<file path="config.mk">
export PLATFORM = sky130hd
export DESIGN_NAME = cpu_controller_flat
export DESIGN_NICKNAME = d
export VERILOG_FILES = /design/src/rtl/cpu_controller_if.sv /design/src/rtl/cpu_controller.sv /design/src/flat_wrapper.sv
export SDC_FILE = /design/constraint.sdc
export NUM_CORES = 1
export LEC_CHECK = 0
export BUFFER_PORTS_ARGS = -buffer_cell sky130_fd_sc_hd__buf_4
export CORE_MARGIN = 10
export CORE_UTILIZATION = 35
export DETAILED_ROUTE_END_ITERATION = 6
export HOLD_SLACK_MARGIN = 0.12
export PLACE_DENSITY = 0.6
export SLEW_MARGIN = 20
export SYNTH_ARGS = -nofsm -noshare
export SYNTH_HDL_FRONTEND = slang
export SYNTH_SLANG_ARGS = --single-unit
</file>
<file path="constraint.sdc">
create_clock -name clk -period 1.6 [get_ports clk]
set_input_delay 0.24 -clock clk [delete_from_list [all_inputs] [get_ports clk]]
set_output_delay 0.24 -clock clk [all_outputs]
set_load 0.03 [all_outputs]
</file>
<file path="src/rtl/cpu_controller_if.sv">
// Control/datapath bundle between the multicycle controller and the 16-bit datapath.
interface cpu_controller_if;
  logic [15:0] instr;
  logic        mem_ready;
  logic        cond_true;
  logic [3:0]  opcode;
  logic [3:0]  opext;
  logic        ir_write;
  logic        pc_write;
  logic        pc_src;
  logic        mem_read;
  logic        mem_write;
  logic        reg_write;
  logic        wb_sel;
  logic [1:0]  alu_src_b;
  logic        flags_write;
  logic        illegal;

  modport master (
    input  instr, mem_ready, cond_true,
    output opcode, opext, ir_write, pc_write, pc_src, mem_read, mem_write,
           reg_write, wb_sel, alu_src_b, flags_write, illegal
  );

  modport slave (
    output instr, mem_ready, cond_true,
    input  opcode, opext, ir_write, pc_write, pc_src, mem_read, mem_write,
           reg_write, wb_sel, alu_src_b, flags_write, illegal
  );
endinterface

</file>
<file path="src/rtl/cpu_controller.sv">
// Multicycle fetch/decode/execute/memory/writeback controller for the 16-bit datapath.
// Holds opcode/opext for the ALU-control decoder and issues all datapath strobes.
module cpu_controller #(
  parameter int unsigned WAIT_MAX = 15
) (
  input logic             clk,
  input logic             reset,
  cpu_controller_if.master bus
);

  localparam int unsigned CNT_W = (WAIT_MAX < 2) ? 1 : $clog2(WAIT_MAX + 1);

  typedef enum logic [2:0] {
    S_FETCH, S_DECODE, S_EXEC_R, S_EXEC_I, S_MEMRD, S_MEMWB, S_MEMWR, S_BRANCH
  } state_t;

  state_t           state, state_nx;
  logic [CNT_W-1:0] wait_cnt, wait_cnt_nx;
  logic [3:0]       opcode_q, opext_q;
  logic             timeout_c;
  logic             unused_c;

  assign unused_c   = ^{bus.instr[11:8], bus.instr[3:0]};
  assign bus.opcode = opcode_q;
  assign bus.opext  = opext_q;
  assign timeout_c  = (WAIT_MAX != 0) && (32'(wait_cnt) >= WAIT_MAX);

  // State, wait counter and held instruction fields
  always_ff @(posedge clk) begin
    if (reset) begin
      state    <= S_FETCH;
      wait_cnt <= '0;
      opcode_q <= 4'b0000;
      opext_q  <= 4'b0000;
    end else begin
      state    <= state_nx;
      wait_cnt <= wait_cnt_nx;
      if (bus.ir_write) begin
        opcode_q <= bus.instr[15:12];
        opext_q  <= bus.instr[7:4];
      end
    end
  end

  // Next state and strobes; everything stays low while reset is high
  always_comb begin
    state_nx        = state;
    bus.ir_write    = 1'b0;
    bus.pc_write    = 1'b0;
    bus.pc_src      = 1'b0;
    bus.mem_read    = 1'b0;
    bus.mem_write   = 1'b0;
    bus.reg_write   = 1'b0;
    bus.wb_sel      = 1'b0;
    bus.alu_src_b   = 2'b00;
    bus.flags_write = 1'b0;
    bus.illegal     = 1'b0;
    if (!reset) begin
      case (state)
        S_FETCH: begin
          if (timeout_c) begin
            bus.illegal = 1'b1;
          end else begin
            bus.mem_read = 1'b1;
            if (bus.mem_ready) begin
              bus.ir_write = 1'b1;
              bus.pc_write = 1'b1;
              state_nx     = S_DECODE;
            end
          end
        end
        S_DECODE: begin
          if (opcode_q == 4'b0000 &&
              opext_q inside {4'b0101, 4'b1001, 4'b0001, 4'b0011, 4'b0010, 4'b1011})
            state_nx = S_EXEC_R;
          else if (opcode_q inside {4'b0101, 4'b1001, 4'b0001, 4'b0011, 4'b0010, 4'b1011})
            state_nx = S_EXEC_I;
          else if (opcode_q == 4'b0100 && opext_q == 4'b0000)
            state_nx = S_MEMRD;
          else if (opcode_q == 4'b0100 && opext_q == 4'b0100)
            state_nx = S_MEMWR;
          else if (opcode_q == 4'b1100)
            state_nx = S_BRANCH;
          else begin
            bus.illegal = 1'b1;
            state_nx    = S_FETCH;
          end
        end
        S_EXEC_R: begin
          bus.flags_write = 1'b1;
          bus.reg_write   = (opext_q != 4'b1011);
          state_nx        = S_FETCH;
        end
        S_EXEC_I: begin
          // Logical immediates are zero-extended, arithmetic ones sign-extended
          bus.alu_src_b   = (opcode_q inside {4'b0001, 4'b0010, 4'b0011}) ? 2'b10 : 2'b01;
          bus.flags_write = 1'b1;
          bus.reg_write   = (opcode_q != 4'b1011);
          state_nx        = S_FETCH;
        end
        S_MEMRD: begin
          if (timeout_c) begin
            bus.illegal = 1'b1;
            state_nx    = S_FETCH;
          end else begin
            bus.mem_read = 1'b1;
            if (bus.mem_ready) state_nx = S_MEMWB;
          end
        end
        S_MEMWB: begin
          bus.reg_write = 1'b1;
          bus.wb_sel    = 1'b1;
          state_nx      = S_FETCH;
        end
        S_MEMWR: begin
          if (timeout_c) begin
            bus.illegal = 1'b1;
            state_nx    = S_FETCH;
          end else begin
            bus.mem_write = 1'b1;
            if (bus.mem_ready) state_nx = S_FETCH;
          end
        end
        S_BRANCH: begin
          bus.pc_write = bus.cond_true;
          bus.pc_src   = bus.cond_true;
          state_nx     = S_FETCH;
        end
        default: state_nx = S_FETCH;
      endcase
    end
  end

  // Wait counter restarts on every state entry (incl. timeout re-entry of FETCH)
  always_comb begin
    wait_cnt_nx = wait_cnt;
    if (state_nx != state || timeout_c)
      wait_cnt_nx = '0;
    else if ((WAIT_MAX != 0) && !bus.mem_ready &&
             (state == S_FETCH || state == S_MEMRD || state == S_MEMWR))
      wait_cnt_nx = wait_cnt + CNT_W'(1);
  end

endmodule
</file>
<file path="src/flat_wrapper.sv">
// flat-port wrapper written by rule: the top's interface ports become plain ports
module cpu_controller_flat 
#(
  parameter int unsigned WAIT_MAX = 15
)
  (clk, reset, bus_instr, bus_mem_ready, bus_cond_true, bus_opcode, bus_opext, bus_ir_write, bus_pc_write, bus_pc_src, bus_mem_read, bus_mem_write, bus_reg_write, bus_wb_sel, bus_alu_src_b, bus_flags_write, bus_illegal);
  cpu_controller_if bus_i ();
  input logic clk;
  input logic reset;
  input wire logic [$bits(bus_i.instr)-1:0] bus_instr;
  input wire logic [$bits(bus_i.mem_ready)-1:0] bus_mem_ready;
  input wire logic [$bits(bus_i.cond_true)-1:0] bus_cond_true;
  output wire logic [$bits(bus_i.opcode)-1:0] bus_opcode;
  output wire logic [$bits(bus_i.opext)-1:0] bus_opext;
  output wire logic [$bits(bus_i.ir_write)-1:0] bus_ir_write;
  output wire logic [$bits(bus_i.pc_write)-1:0] bus_pc_write;
  output wire logic [$bits(bus_i.pc_src)-1:0] bus_pc_src;
  output wire logic [$bits(bus_i.mem_read)-1:0] bus_mem_read;
  output wire logic [$bits(bus_i.mem_write)-1:0] bus_mem_write;
  output wire logic [$bits(bus_i.reg_write)-1:0] bus_reg_write;
  output wire logic [$bits(bus_i.wb_sel)-1:0] bus_wb_sel;
  output wire logic [$bits(bus_i.alu_src_b)-1:0] bus_alu_src_b;
  output wire logic [$bits(bus_i.flags_write)-1:0] bus_flags_write;
  output wire logic [$bits(bus_i.illegal)-1:0] bus_illegal;
  assign bus_i.instr = bus_instr;
  assign bus_i.mem_ready = bus_mem_ready;
  assign bus_i.cond_true = bus_cond_true;
  assign bus_opcode = bus_i.opcode;
  assign bus_opext = bus_i.opext;
  assign bus_ir_write = bus_i.ir_write;
  assign bus_pc_write = bus_i.pc_write;
  assign bus_pc_src = bus_i.pc_src;
  assign bus_mem_read = bus_i.mem_read;
  assign bus_mem_write = bus_i.mem_write;
  assign bus_reg_write = bus_i.reg_write;
  assign bus_wb_sel = bus_i.wb_sel;
  assign bus_alu_src_b = bus_i.alu_src_b;
  assign bus_flags_write = bus_i.flags_write;
  assign bus_illegal = bus_i.illegal;
  cpu_controller #(.WAIT_MAX(WAIT_MAX)) u_core (.clk(clk), .reset(reset), .bus(bus_i));
endmodule
</file>
==> qor.csv <==
metric,value,unit
start_util,0.375,
syn-num-nets,119,
clk_latency,280,ps
overflow,0,
cts.sinks,15,
synthSimpleGateAreaFrac,0.307,
cp-start-kind,flop,
max_freq,0.574,GHz
min_period,1740,ps
antenna_found_initial,0,
cp-end-kind,primary output,
cap_viol_max_count,0,
violations,setup timing,
track_usage,0.106,
wl_per_cell,15.6,um
rows,17,
r2r.worst_path.cells,6,
num_vias,900,
clock_path_buffers,2,
hold_viol_final,0,
syn_area_per_cell,8.72,um^2
area.growth.synth_to_final,69.1,%
fin_area,1450,um^2
place_area,1200,um^2
worst_slew_pin_slew,414,ps
die_area,4820,um^2
outcome,"complete, but fails checks",
cts_tree,done,
postLayoutSetupSlackWorst,-143,ps
die_w,69.4,um
synth-adder-area-share,0.0146,
synth.distinct_cells,34,
final_antenna_net_count,0,
dp_hpwl,1960,um
setup_violations,6,
nFillCells,179,
antennaDiodeCount,0,
cp.arrival,1500,ps
first_global_vias,981,
ys_seq_elements,15,
powerDensity,715,nW/um^2
cts-root-buf,clkbuf_4,
crit_type,reg -> out,
fin_hold_ws,163,ps
ios,39,
yosys_warnings,0,
synth_compound_area_frac,0.228,
dr.first_iter.drc_count,28,
totalWireLength,2680,um
slew_viol_final,0,
yosysSeqAreaShare,0.351,
leakagePower,0.000607,uW
syn_inst,98,
final_util,0.635,
rsz0062_at_grt,true,
grt_pass1_wl,4400,um
cp.required,1360,ps
port_buffers,30,
firstDrtPassIters,4,
fin_crit_sh,1.09,
crit_chain,nor3b_1 > and3_1 > a22o_4 > buf_6,
vdd_drop_max,0.000483,V
cp_slowest_cell,dfxtp_2,
fp.dieH,69.4,um
grt_start_max_net_pins,10,
cts_made_buffers,3,
layout-drive-gt1-share,0.625,
holdPathStages,2,
nets,166,
min_path_type,in -> reg,
synth_top_family_by_area,simple AND/OR/NAND/NOR gates,
place.gp.congestion,0.771,
maxSlewHeadroom,0.724,
synthesis.area,855,um^2
slowest_delay,440,ps
synth_mux_area_frac,0.0117,
avgViaCountPerCell,5.23,
clk_pin_slew,100,ps
synth-xor-area-share,0.0410,
cp_max_fo,6,
coreArea,2280,um^2
power,1030,uW
skew,4.71,ps
drc_errors,0,
h-tree-depth,1,
place_ws,-96.0,ps
## report_power, final
group / internal (uW) / total, uW / switching [uW]
combinational: 195 / 370 / 175
sequential: 399 / 438 / 39.5
clock: 96.8 / 225 / 129
total: 691 / 1030 / 343
## layer usage
layer  track usage  up-vias  part of all wire
met5             0        -                 0
met4        0.0310        0            0.0030
met3        0.0300        2             0.042
met2         0.193       17              0.54
met1         0.114      432              0.41
li1              -      449                 -
## worst max-delay path, delay by kind of cell (launching register included)
family | cells | cell delay, ps
and+or+nand+nor | 2 | 540
buffers and inverters | 1 | 120
DFF | 1 | 440
AOI/OAI and AO/OA | 1 | 120
## final cells by class
type                    count  area (um^2)  area share
repair buffers             49          402       0.278
flip-flops and latches     15          322       0.223
multi-input cells          76          661       0.457
clock buffers               4         26.3      0.0182
well taps                  28         35.0      0.0242
## cells in the mapped netlist (all sizes together)
cell / count / area, um^2
a31oi: 2 / 27.5
o21ai: 1 / 5.00
nor2: 12 / 45.0
nand2b: 5 / 33.8
or3: 1 / 11.3
or2: 2 / 12.5
mux2i: 1 / 10.0
o21bai: 1 / 7.51
dfxtp: 15 / 300
a22o: 9 / 78.8
nand3b: 2 / 15.0
buf: 5 / 31.3
a211oi: 2 / 20.0
o211ai: 2 / 15.0
and3: 2 / 12.5
nor3: 3 / 15.0
xor2: 2 / 17.5
nand2: 4 / 15.0
o2111ai: 1 / 8.76
nand3: 2 / 10.0
ha: 1 / 12.5
nand4b: 2 / 17.5
a21oi: 5 / 25.0
xnor2: 2 / 17.5
nor3b: 5 / 37.5
clkbuf: 2 / 7.51
a21o: 1 / 7.51
and2: 1 / 6.26
nand4: 1 / 6.26
nor2b: 4 / 25.0
## placed cells by master (no fill, tap or decap), drive strengths merged
cell,count
buf,49
dfxtp,15
nor2,12
a22o,9
nor3b,5
nand2b,5
a21oi,5
nand2,4
nor2b,4
clkbuf,4
nor3,3
and3,2
or2,2
a211oi,2
o211ai,2
nand3b,2
nand4b,2
nand3,2
xor2,2
xnor2,2
a31oi,2
o21ai,1
o21bai,1
and2,1
nand4,1
or3,1
a21o,1
o2111ai,1
mux2i,1
ha,1
## repair_timing
action                                  CTS  global route
pin swaps                                 9             5
endpoints found under the setup margin   15             9
hold buffers                              0             0
setup buffers                             2             2
resized for setup                        44             9
cloned                                    0             0
## per-stage QoR
stage	setup TNS [ps]	cells
4_1_cts	-619	170
3_5_place_dp	-598	164
6_report	-558	172
3_3_place_gp	-167	164
2_1_floorplan	0	98
5_1_grt	-998	172
## logic make-up (layout without fill, tap and decap cells)
kind of cell / Yosys count / after routing
xor gates and xnor gates: 4 / 4
DFF: 15 / 15
buffers and inverters: 7 / 53
adders and majority gates: 1 / 1
and+or+nand+nor: 46 / 46
muxes: 1 / 1
AOI/OAI and AO/OA: 24 / 24
## registers in the layout (all words and copies together) (netlist names)
signal / flops
u_core.bus.opcode: 4
u_core.bus.opext: 4
u_core.wait_cnt: 4
u_core.state: 3
## final timing paths
check / startpoint / to / slack, ps
worst min-delay path: bus_instr[15] / u_core.bus.opcode[3]$_SDFFE_PP0P_ / 160
worst min register to register: u_core.state[2]$_SDFF_PP0_ / u_core.state[2]$_SDFF_PP0_ / 540
worst max register to register: u_core.wait_cnt[1]$_SDFFE_PP0P_ / u_core.wait_cnt[1]$_SDFFE_PP0P_ / 130
worst max-delay path: u_core.state[0]$_SDFF_PP0_ / bus_illegal / -140
Note: power is estimated with default switching activity, not from simulation.
